<file path="config.mk">
export PLATFORM = sky130hd
export DESIGN_NAME = sprite_scheduler
export DESIGN_NICKNAME = d
export VERILOG_FILES = /design/src/rtl/sprite_scheduler.sv
export SDC_FILE = /design/constraint.sdc
export NUM_CORES = 1
export LEC_CHECK = 0
export CORE_UTILIZATION = 47
export DETAILED_ROUTE_END_ITERATION = 10
export PLACE_DENSITY_LB_ADDON = 0.3
export REMOVE_ABC_BUFFERS = 1
export SYNTH_ARGS = -nofsm -noshare
export SYNTH_HDL_FRONTEND = slang
export SYNTH_SLANG_ARGS = --single-unit
</file>
<file path="constraint.sdc">
create_clock -name vga_clk -period 20.2 [get_ports vga_clk]
set_input_delay 4.04 -clock vga_clk [delete_from_list [all_inputs] [get_ports vga_clk]]
set_output_delay 4.04 -clock vga_clk [all_outputs]
set_load 0.01 [all_outputs]
</file>
<file path="src/rtl/sprite_scheduler.sv">
// Per-pixel sprite arbiter: picks the highest-priority sprite covering (DrawX, DrawY),
// drives the shared sprite ROM and returns the palette index two cycles later.
module sprite_scheduler #(
  parameter int NUM_SPRITES     = 4,
  parameter int SPR_W           = 20,
  parameter int SPR_H           = 20,
  parameter int ADDR_W          = 9,
  parameter int SEL_W           = 2,
  parameter int TRANSPARENT_IDX = 0
) (
  input  logic              vga_clk,
  input  logic              reset_n,
  input  logic [9:0]        DrawX,
  input  logic [9:0]        DrawY,
  input  logic              blank,
  input  logic              frame_start,
  input  logic              cfg_we,
  input  logic [SEL_W-1:0]  cfg_sel,
  input  logic [9:0]        cfg_x,
  input  logic [9:0]        cfg_y,
  input  logic              cfg_en,
  output logic [ADDR_W-1:0] rom_address,
  output logic [SEL_W-1:0]  rom_sel,
  input  logic [7:0]        rom_q,
  output logic              pix_valid,
  output logic [7:0]        pix_index,
  output logic [SEL_W-1:0]  pix_sprite,
  output logic              blank_out,
  output logic              collision
);

  logic [9:0]             sh_x   [NUM_SPRITES];
  logic [9:0]             sh_y   [NUM_SPRITES];
  logic [NUM_SPRITES-1:0] sh_en;
  logic [9:0]             act_x  [NUM_SPRITES];
  logic [9:0]             act_y  [NUM_SPRITES];
  logic [NUM_SPRITES-1:0] act_en;

  logic [NUM_SPRITES-1:0] hit;
  logic                   any_hit;
  logic [SEL_W-1:0]       sel;
  logic [10:0]            dx;
  logic [10:0]            dy;
  logic [ADDR_W-1:0]      offs;
  logic                   coll_set;
  logic                   coll_acc;
  logic                   hit_d;
  logic                   blank_d;

  // Active copy is loaded from the pre-write shadow, so a same-cycle write waits a frame.
  always_ff @(posedge vga_clk or negedge reset_n) begin
    if (!reset_n) begin
      for (int i = 0; i < NUM_SPRITES; i++) begin
        sh_x[i]  <= '0;
        sh_y[i]  <= '0;
        act_x[i] <= '0;
        act_y[i] <= '0;
      end
      sh_en  <= '0;
      act_en <= '0;
    end else begin
      if (frame_start) begin
        for (int i = 0; i < NUM_SPRITES; i++) begin
          act_x[i] <= sh_x[i];
          act_y[i] <= sh_y[i];
        end
        act_en <= sh_en;
      end
      if (cfg_we) begin
        sh_x[cfg_sel]  <= cfg_x;
        sh_y[cfg_sel]  <= cfg_y;
        sh_en[cfg_sel] <= cfg_en;
      end
    end
  end

  // 11-bit bounds so a box hanging past column 1023 is clipped instead of wrapping.
  always_comb begin
    hit = '0;
    for (int i = 0; i < NUM_SPRITES; i++) begin
      hit[i] = act_en[i]
            && ({1'b0, DrawX} >= {1'b0, act_x[i]})
            && ({1'b0, DrawX} <  ({1'b0, act_x[i]} + 11'(SPR_W)))
            && ({1'b0, DrawY} >= {1'b0, act_y[i]})
            && ({1'b0, DrawY} <  ({1'b0, act_y[i]} + 11'(SPR_H)));
    end
  end

  always_comb begin
    sel = '0;
    for (int i = NUM_SPRITES - 1; i >= 0; i--) begin
      if (hit[i]) sel = SEL_W'(i);
    end
    any_hit  = |hit;
    dx       = {1'b0, DrawX} - {1'b0, act_x[sel]};
    dy       = {1'b0, DrawY} - {1'b0, act_y[sel]};
    offs     = ADDR_W'(dy) * ADDR_W'(SPR_W) + ADDR_W'(dx);
    coll_set = blank && hit[0] && (|hit[NUM_SPRITES-1:1]);
  end

  always_ff @(posedge vga_clk or negedge reset_n) begin
    if (!reset_n) begin
      rom_address <= '0;
      rom_sel     <= '0;
      hit_d       <= 1'b0;
      blank_d     <= 1'b0;
      pix_valid   <= 1'b0;
      pix_index   <= '0;
      pix_sprite  <= '0;
      blank_out   <= 1'b0;
    end else begin
      rom_address <= any_hit ? offs : '0;
      rom_sel     <= any_hit ? sel : '0;
      hit_d       <= any_hit;
      blank_d     <= blank;
      // rom_q was fetched on the intervening falling edge from the stage-1 address.
      pix_index   <= rom_q;
      pix_sprite  <= rom_sel;
      pix_valid   <= hit_d && blank_d && (rom_q != 8'(TRANSPARENT_IDX));
      blank_out   <= blank_d;
    end
  end

  always_ff @(posedge vga_clk or negedge reset_n) begin
    if (!reset_n) begin
      coll_acc  <= 1'b0;
      collision <= 1'b0;
    end else if (frame_start) begin
      collision <= coll_acc || coll_set;
      coll_acc  <= 1'b0;
    end else if (coll_set) begin
      coll_acc  <= 1'b1;
    end
  end

endmodule

</file>
==> reports/qor.yml <==
synthesis:
  synth_xor_area_share_pct: 4.83
  synth_ff_type: "dfrtp_1"
  synth-seq-area-share_pct: 39.0
  syn_inst: 1214
  yosysTopAreaCell: "dfrtp_1"
  synth_edf_count: 0
  async_flop_share_pct: 100
  netlist_top_cells_area: "dfrtp_1, ha_1, mux2_2"
  ys_warn_count: 0
  yosysUniqueCellTypes: 72
  avgSynthCellArea_um2: 10.3
  synth_commonest_cells: "dfrtp_1, ha_1, o21ai_0"
  ys_ff_latch: 195
  synth_area_um2: 12500
  yosys.area_share.simple_pct: 8.97
  synth_fa_ha_area_share_pct: 18.8
  synthMuxAreaShare_pct: 8.88
  synth-compound-area-share_pct: 15.0
  synth_top_family_by_area: "adder cells"
  yosysMostFrequentCell: "dfrtp_1"
  yosysTopAreaCellShare_pct: 39.0
worst_setup_path:
  cp_max_fo: 17
  endpoint: "rom_address[8]$_DFF_PN0_"
  cp-start-kind: "input port"
  ff2ff_setup_slack_ns: 12.79
  cp.arrival_ns: 11.35
  crit_top_cell: "ha_1"
  critPathKind: "in -> reg"
  cpPeakStageDelay_ns: 0.72
  critPathLaunch: "DrawX[2]"
  r2r-end: "rom_address[8]$_DFF_PN0_"
  crit_required_ns: 20.52
  r2r_start: "act_y[22]$_DFFE_PN0P_"
  slowest_stage: "and4bb_1"
  reg2regPathDepth: 27
  worstSetupEndpointType: "flop"
route:
  wl_mm: 30.8
  antenna_left: 0
  drt_iter0_markers: 755
  remaining_drc_errors: 0
  vias: 9135
  dr.pass1.iters: 5
  wl_per_cell_um: 18.9
  viasPerCell: 5.61
layout:
  syn_to_final_growth_pct: 13.2
  drive_above_1_share_pct: 11.8
  num-fill-cells: 2265
  nets: 1521
  n_antenna_cell: 0
placement:
  io_buffers: 79
  gp_congestion: 0.917
  hpwl_mm: 22.9
pwr:
  p_leak_nw: 6.53
  ir_worst_vdd_uv: 130
  power.total_mw: 1.68
  power_density_nw_per_um2: 119
timing:
  setup_viol_count_final: 0
  tns_ns: 0
  final_max_slew_viol_count: 0
  skew_ns: 0.00934
  worst_pin_slew_ns: 0.998
  fmax_mhz: 90.6
  layout_min_cycle_time_ns: 11.03
  finalCritPeriodShare_pct: 54.6
  rsz0062_at_grt: "no"
  slew_headroom_pct: 33.5
  finalHoldViolations: 0
global_route:
  grt_usage_pct: 23.9
  grt_pass1_wl_mm: 48.9
  overflow: 0
  grt_pass1_vias: 8932
  grt_max_degree: 118
  antenna_found_initial: 0
clock_tree:
  clkTransAtPathRegs_ns: 0.07
  clockBufferDepth: 2
  cts_buffers: 17
  holdBufCountCts: 0
  post-cts-setup-buffers: 0
  clk_latency_ns: 0.44
  cts_tree: "done"
  cts-root-buf: "clkbuf_16"
  clock_sinks: 195
  cts_resized: 0
  htreeDepth: 4
outcome:
  outcome: "finished, final reports clean"
die:
  fp.coreArea_um2: 26100
  die_h_um: 165
  die_x_um: 165
  rows: 59
  start_util_pct: 48.0
  io_pins: 80
  die_area_um2: 27300
min_path:
  holdCritPathClass: "reg -> reg"
run:
  cap_violations: 0
==> cell families (layout without fill, tap and decap cells) <==
| kind of cell | after synthesis | count (layout) |
|---|---|---|
| muxes | 99 | 99 |
| and+or+nand+nor | 234 | 234 |
| xor gates and xnor gates | 69 | 69 |
| DFF | 195 | 195 |
| adders and majority gates | 183 | 183 |
| AOI/OAI and AO/OA | 294 | 294 |
| buffers and inverters | 140 | 220 |
==> layout make-up <==
cell class	count	area [um^2]	area share [%]
multi-input combinational	879	7090	50.0
sequential	195	4880	34.4
timing repair buffer	85	837	5.90
clock buffer	21	460	3.25
tap	335	419	2.96
inverter	104	390	2.75
clock inverter	10	101	0.715
==> worst min-delay path by stage <==
| stage | cells after the start | slack (ns) | end | startpoint |
|---|---|---|---|---|
| floorplan | 0 | 0.35 | blank_out$_DFF_PN0_ | blank_d$_DFF_PN0_ |
| global placement | 0 | 0.36 | pix_sprite[0]$_DFF_PN0_ | rom_sel[0]$_DFF_PN0_ |
| detailed placement | 0 | 0.38 | blank_out$_DFF_PN0_ | blank_d$_DFF_PN0_ |
| CTS | 0 | 0.39 | pix_sprite[1]$_DFF_PN0_ | rom_sel[1]$_DFF_PN0_ |
| global route | 0 | 0.41 | blank_out$_DFF_PN0_ | blank_d$_DFF_PN0_ |
| finish | 0 | 0.39 | pix_sprite[1]$_DFF_PN0_ | rom_sel[1]$_DFF_PN0_ |
==> registers in the layout, summed over array words and instances (netlist names) <==
register	flops
sh_en	4
pix_valid	1
blank_d	1
sh_y	40
pix_sprite	2
pix_index	8
act_en	4
blank_out	1
hit_d	1
sh_x	40
coll_acc	1
act_y	40
act_x	40
collision	1
rom_address	9
rom_sel	2
==> critical path, delay by kind of cell <==
kind                     cells  cell delay, ns
adder cells (fa/ha/maj)      7            2.44
AND/OR/NAND/NOR              4            1.01
XOR/XNOR                     4            0.74
AO/OA/AOI/OAI               10            2.46
buffers and inverters        1            0.66
==> where the power goes <==
part / leakage [nW] / internal [mW] / switching (mW)
combinational: 3.89 / 0.402 / 0.433
sequential: 2.37 / 0.462 / 0.0559
clock: 0.266 / 0.177 / 0.155
total: 6.53 / 1.04 / 0.644
==> routing by layer <==
layer / share of wire [%] / global-route usage (%) / vias up
li1: - / - / 4441
met1: 50 / 35.6 / 4448
met2: 43 / 35.5 / 204
met3: 4.1 / 2.70 / 42
met4: 2.6 / 9.01 / 0
met5: 0 / 0 / -
==> stage by stage <==
stage	worst slack (ns)	utilization, %	area (um^2)	std cells	hold slack [ns]
after floorplan	10.39	-	12300	1178	0.354
after global placement	8.92	52.2	13600	1598	0.364
after detailed placement	8.89	52.2	13600	1598	0.379
after CTS	9.27	54.4	14200	1629	0.395
after global routing	8.76	54.4	14200	1629	0.407
final	9.17	54.4	14200	1629	0.390
==> placed cells by master, fill, tap and decap left out, types with 5 or more instances in the layout <==
master	Yosys	layout
dfrtp_1	195	195
ha_1	174	174
o21ai_0	116	116
nand2_1	105	105
inv_1	103	103
mux2_2	96	96
clkdlybuf4s50_1	0	77
a21oi_1	55	55
xnor2_1	54	54
nor2_1	39	39
a21o_1	26	26
nor2b_1	18	18
a31oi_1	18	18
nand3_1	19	18
clkbuf_16	0	17
xor2_1	15	15
nor3_1	14	14
nand2b_1	12	12
o2111ai_1	10	10
o22ai_1	10	10
fa_1	9	9
o21a_1	7	7
buf_4	2	7
a211oi_1	5	5
o22a_1	5	5
Power figures use the tool's default switching activity.
